--- config.mk ---
export PLATFORM = sky130hd
export DESIGN_NAME = comparador_serial_id
export DESIGN_NICKNAME = d
export VERILOG_FILES = /design/src/rtl/comparador_serial_id.sv
export SDC_FILE = /design/constraint.sdc
export NUM_CORES = 1
export LEC_CHECK = 0
export CAP_MARGIN = 5
export CORE_ASPECT_RATIO = 0.8
export CORE_MARGIN = 2
export CORE_UTILIZATION = 45
export DETAILED_ROUTE_END_ITERATION = 10
export PLACE_DENSITY = 0.76
export SYNTH_ARGS = -nofsm -noshare
export SYNTH_HDL_FRONTEND = slang
export SYNTH_SLANG_ARGS = --single-unit
--- constraint.sdc ---
create_clock -name clk -period 1.5 [get_ports clk]
set_input_delay 0.375 -clock clk [delete_from_list [all_inputs] [get_ports clk]]
set_output_delay 0.375 -clock clk [all_outputs]
set_load 0.005 [all_outputs]
--- src/rtl/comparador_serial_id.sv ---
// Bit-serial MSB-first magnitude comparator: one bit pair per clock through a single
// left-to-right cell carrying (m,n), with start/done handshake, early exit and abort.
module comparador_serial_id #(
    parameter int unsigned WIDTH      = 8,
    parameter bit          EARLY_EXIT = 1'b1,
    parameter int unsigned CW         = $clog2(WIDTH + 1)
) (
    input  logic             clk,
    input  logic             rst_n,
    input  logic             start,
    input  logic             abort,
    input  logic [WIDTH-1:0] a,
    input  logic [WIDTH-1:0] b,
    output logic             busy,
    output logic             done,
    output logic             gt,
    output logic             lt,
    output logic             eq,
    output logic [CW-1:0]    bits_used
);

    typedef enum logic [1:0] {StIdle, StRun, StDone} state_e;

    state_e           state_q, state_d;
    logic [WIDTH-1:0] sa_q, sa_d;
    logic [WIDTH-1:0] sb_q, sb_d;
    logic             m_q, m_d;
    logic             n_q, n_d;
    logic [CW-1:0]    cnt_q, cnt_d;
    logic [CW-1:0]    bits_q, bits_d;
    logic             gt_q, gt_d;
    logic             lt_q, lt_d;
    logic             eq_q, eq_d;

    logic          m_nx, n_nx;
    logic [CW-1:0] cnt_inc;
    logic          finish;

    // (m,n): 11 equal so far, 10 A>B, 01 A<B; the unequal codes are absorbing.
    always_comb begin
        m_nx    = ~n_q | (m_q & (sa_q[WIDTH-1] | ~sb_q[WIDTH-1]));
        n_nx    = ~m_q | (n_q & (~sa_q[WIDTH-1] | sb_q[WIDTH-1]));
        cnt_inc = cnt_q + CW'(1);
        finish  = (cnt_inc == CW'(WIDTH)) || (EARLY_EXIT && !(m_nx && n_nx));
    end

    always_comb begin
        state_d = state_q;
        sa_d    = sa_q;
        sb_d    = sb_q;
        m_d     = m_q;
        n_d     = n_q;
        cnt_d   = cnt_q;
        bits_d  = bits_q;
        gt_d    = gt_q;
        lt_d    = lt_q;
        eq_d    = eq_q;
        unique case (state_q)
            StIdle: begin
                if (start) begin
                    sa_d    = a;
                    sb_d    = b;
                    m_d     = 1'b1;
                    n_d     = 1'b1;
                    cnt_d   = '0;
                    state_d = StRun;
                end
            end
            StRun: begin
                // Abort leaves the previous result untouched.
                if (abort) begin
                    state_d = StIdle;
                end else begin
                    m_d   = m_nx;
                    n_d   = n_nx;
                    sa_d  = {sa_q[WIDTH-2:0], 1'b0};
                    sb_d  = {sb_q[WIDTH-2:0], 1'b0};
                    cnt_d = cnt_inc;
                    if (finish) begin
                        state_d = StDone;
                        gt_d    = m_nx & ~n_nx;
                        lt_d    = ~m_nx & n_nx;
                        eq_d    = m_nx & n_nx;
                        bits_d  = cnt_inc;
                    end
                end
            end
            StDone:  state_d = StIdle;
            default: state_d = StIdle;
        endcase
    end

    always_ff @(posedge clk or negedge rst_n) begin
        if (!rst_n) begin
            state_q <= StIdle;
            sa_q    <= '0;
            sb_q    <= '0;
            m_q     <= 1'b1;
            n_q     <= 1'b1;
            cnt_q   <= '0;
            bits_q  <= '0;
            gt_q    <= 1'b0;
            lt_q    <= 1'b0;
            eq_q    <= 1'b0;
        end else begin
            state_q <= state_d;
            sa_q    <= sa_d;
            sb_q    <= sb_d;
            m_q     <= m_d;
            n_q     <= n_d;
            cnt_q   <= cnt_d;
            bits_q  <= bits_d;
            gt_q    <= gt_d;
            lt_q    <= lt_d;
            eq_q    <= eq_d;
        end
    end

    assign busy      = (state_q != StIdle);
    assign done      = (state_q == StDone);
    assign gt        = gt_q;
    assign lt        = lt_q;
    assign eq        = eq_q;
    assign bits_used = bits_q;

`ifndef SYNTHESIS
    mn_never_zero: assert property (@(posedge clk) disable iff (!rst_n)
        (state_q == StRun) |-> (m_q || n_q));
    done_one_cycle: assert property (@(posedge clk) disable iff (!rst_n)
        done |=> !done);
`endif

endmodule

==> flow_metrics.py <==
metrics = {
    "yosys": {
        "netlist_area_sq_um": 1460,
        "synth_compound_area_share_pct": 14.5,
        "synthFlopType": "dfrtp_1",
        "synth.area.mux_share_pct": 13.4,
        "yosys_warnings": 0,
        "yosysSeqAreaShare_pct": 53.3,
        "synth_top_area_share_pct": 49.7,
        "ys_top_cells_by_count": "29 x dfrtp_1, 22 x o21ai_0, 20 x nand2_1",
        "async_flop_share_pct": 100,
        "synth_xor_xnor_area_share_pct": 1.80,
        "synth_area_leader_cell": "dfrtp_1",
        "synth_fa_ha_area_share_pct": 0.858,
        "ys_ff_latch": 31,
        "synth.most_common_cell": "dfrtp_1",
        "syn-num-nets": 154,
        "synth-simple-area-share_pct": 12.2,
        "netlist_top_cells_area": "dfrtp_1 50%, mux2i_1 10%, o21ai_0 7.5%",
        "syn_area_per_cell_sq_um": 11.0,
        "synth_top_family_by_area": "compound AO/OA/AOI/OAI gates",
        "synth_edf_count": 0,
        "synth_cells": 133,
        "ys_types": 28,
    },
    "pwr": {
        "intPower_mw": 2.94,
        "leakage_nw": 1.11,
        "ir_drop_mv": 0.940,
        "seq_power_share_pct": 31.6,
        "power.share.combinational_pct": 54.5,
        "p_clk_share_pct": 13.9,
        "pwr_density_cell_nw_per_um2": 2020,
        "p_sw_mw": 1.72,
        "swShare_pct": 37.0,
    },
    "clock_network": {
        "cts_tree": "yes",
        "clk_path_buf_depth": 2,
        "clk_transition_reported_paths_ps": 70,
        "cts_buffers": 5,
        "htreeDepth": 2,
        "cts_sinks": 31,
        "root_buffer": "clkbuf_8",
        "postCtsHoldBufs": 0,
        "worstSkewPairLatency_ps": 290,
    },
    "outcome": {
        "violations": "negative setup slack",
        "run_status": "finished, violations left",
    },
    "sta": {
        "finClkSkew_ps": 11.1,
        "period_minus_slack_ps": 1610,
        "hold_viol": 0,
        "timing.fmax_ghz": 0.620,
        "setup_ws_ps": -112,
        "rsz0062_at_grt": "yes",
        "slew_headroom_pct": 74.3,
        "slew_violations": 0,
        "hold_ws_ps": 441,
        "worst_pin_slew_ps": 384,
        "tns_ps": -588,
        "period_share_pct": 107,
        "setup_viol": 11,
    },
    "critical_path": {
        "criticalPathCategory": "flip-flop to flip-flop",
        "crit_family": "flip-flops",
        "ff2ff_path_depth": 4,
        "worst-path-buf-inv": 1,
        "critical_path_required_ps": 1660,
        "crit_chain": "buf_6 -> or3b_4 -> o21ai_4 -> mux2_4",
        "r2r_setup_slack_ps": -110,
        "worstPathArrival_ps": 1780,
        "r2r_end": "bits_used[1]",
        "end_kind": "flip-flop",
        "crit_slowest_cell": "dfrtp_1",
        "timing.rr.start": "state_q[1]",
        "critPathMaxFanout": 4,
        "cp_slowest_stage_delay_ps": 410,
        "startpoint_type": "flip-flop",
    },
    "routing": {
        "drc": 0,
        "num_vias": 1302,
        "drt_iter0_markers": 114,
        "firstDrtPassIters": 4,
        "viasPerCell": 5.47,
        "routed_wl_mm": 4.22,
        "antenna_left": 0,
        "wl_per_cell_um": 17.7,
    },
    "flow_run": {
        "maxCapViolCount": 0,
    },
    "placement": {
        "place_ws_ps": -411,
        "place.gp.congestion": 0.793,
        "io_buffers": 28,
        "hpwl_mm": 2.17,
    },
    "layout": {
        "final-seq-area_sq_um": 778,
        "drive_gt1_share_pct": 37.9,
        "fillers": 186,
        "multi_input_area_sq_um": 719,
        "insertedDiodeCount": 0,
        "nNetsFinal": 218,
        "area_growth_pct": 58.5,
    },
    "floorplanning": {
        "pin_count": 29,
        "coreArea_sq_um": 3090,
        "rows": 18,
        "die_area_sq_um": 3720,
        "start_util_pct": 47.3,
        "die_w_um": 67.7,
        "die_h_um": 54.9,
    },
    "hold_path": {
        "hold_path_class": "input pin to async pin",
    },
    "global_route": {
        "grt_first_pass_wirelength_mm": 5.35,
        "grt_max_degree": 32,
        "antenna_found_initial": 0,
        "track_usage_pct": 20.3,
        "grt_pass1_vias": 1173,
        "overflow": 0,
    },
}
==> area by class of cell <==
| class | count | share of cell area, % |
|---|---|---|
| Inverter | 6 | 0.974 |
| Clock buffer | 7 | 3.30 |
| Sequential cell | 31 | 33.7 |
| Multi-Input combinational cell | 90 | 31.1 |
| Clock inverter | 1 | 0.216 |
| Timing Repair Buffer | 63 | 28.6 |
| Tap cell | 40 | 2.16 |
==> registers in the layout, indices dropped and copies added (netlist names) <==
register,flops
lt,1
cnt_q,4
state_q,2
eq,1
bits_used,4
sa_q,8
n_q,1
gt,1
m_q,1
sb_q,8
==> placed cells by master, fill, tap and decap left out, types with 2 or more instances in the layout <==
| cell | n |
|---|---|
| dlygate4sd2_1 | 7 |
| buf_6 | 11 |
| xor2_1 | 2 |
| clkbuf_16 | 3 |
| nor3b_4 | 2 |
| clkbuf_8 | 5 |
| o21ai_0 | 6 |
| nand2_1 | 12 |
| clkdlybuf4s50_1 | 18 |
| mux2_4 | 3 |
| clkbuf_1 | 2 |
| dfstp_2 | 2 |
| inv_1 | 6 |
| a22o_1 | 4 |
| buf_4 | 19 |
| o21ai_2 | 7 |
| nor2_1 | 2 |
| nor2_4 | 2 |
| nand3_1 | 4 |
| o21ai_1 | 9 |
| and2b_2 | 2 |
| dfrtp_1 | 29 |
| nand2_2 | 7 |
| o21a_1 | 3 |
| buf_12 | 3 |
| mux2i_1 | 13 |
==> power by group through the flow <==
| stage | Sequential, mW | Clock [mW] | Combinational, mW |
|---|---|---|---|
| 2_1_floorplan | 1.40 | 0 | 0.940 |
| 4_1_cts | 1.42 | 0.641 | 1.79 |
| 5_1_grt | 1.51 | 0.679 | 2.73 |
| 6_report | 1.47 | 0.647 | 2.54 |
| 3_3_place_gp | 1.43 | 0 | 1.45 |
| 3_5_place_dp | 1.46 | 0 | 1.51 |
==> cell families after synthesis <==
group,count (synthesis)
AOI/OAI and AO/OA,33
xor gates and xnor gates,3
adders and majority gates,1
buffers and inverters,12
DFF,31
muxes,18
and+or+nand+nor,35
==> through the flow <==
step	cell area, sq um	std cells	utilization, %	total power, mW
finish	2310	238	74.9	4.66
global route	2310	238	74.9	4.92
CTS	2080	229	67.4	3.85
detailed placement	1890	209	61.2	2.97
global placement	1890	209	61.2	2.88
floorplan	1460	133	-	2.34
==> worst max-delay path by stage <==
stage / from / end / depth (start not counted)
2_1_floorplan: state_q[1] / bits_used[1] / 4
3_3_place_gp: abort / bits_used[1] / 4
3_5_place_dp: abort / sa_q[0] / 7
4_1_cts: state_q[1] / bits_used[1] / 4
5_1_grt: state_q[0] / bits_used[1] / 4
6_report: state_q[1] / bits_used[1] / 4
==> per-layer routing <==
layer / part of all wire (%) / vias to the layer above / global-route usage (%)
met2: 51 / 52 / 35.6
li1: - / 588 / -
met1: 43 / 651 / 24.0
met5: 0 / - / 0
met4: 2.1 / 0 / 8.84
met3: 3.9 / 11 / 5.06
==> what timing repair did <==
item,in CTS,in global routing
endpoints found under the setup margin,33,28
resized for setup,24,46
pin swaps,5,6
hold endpoints to repair,0,0
cloned,0,4
buffers inserted,12,5
(Power assumes the default switching activity.)
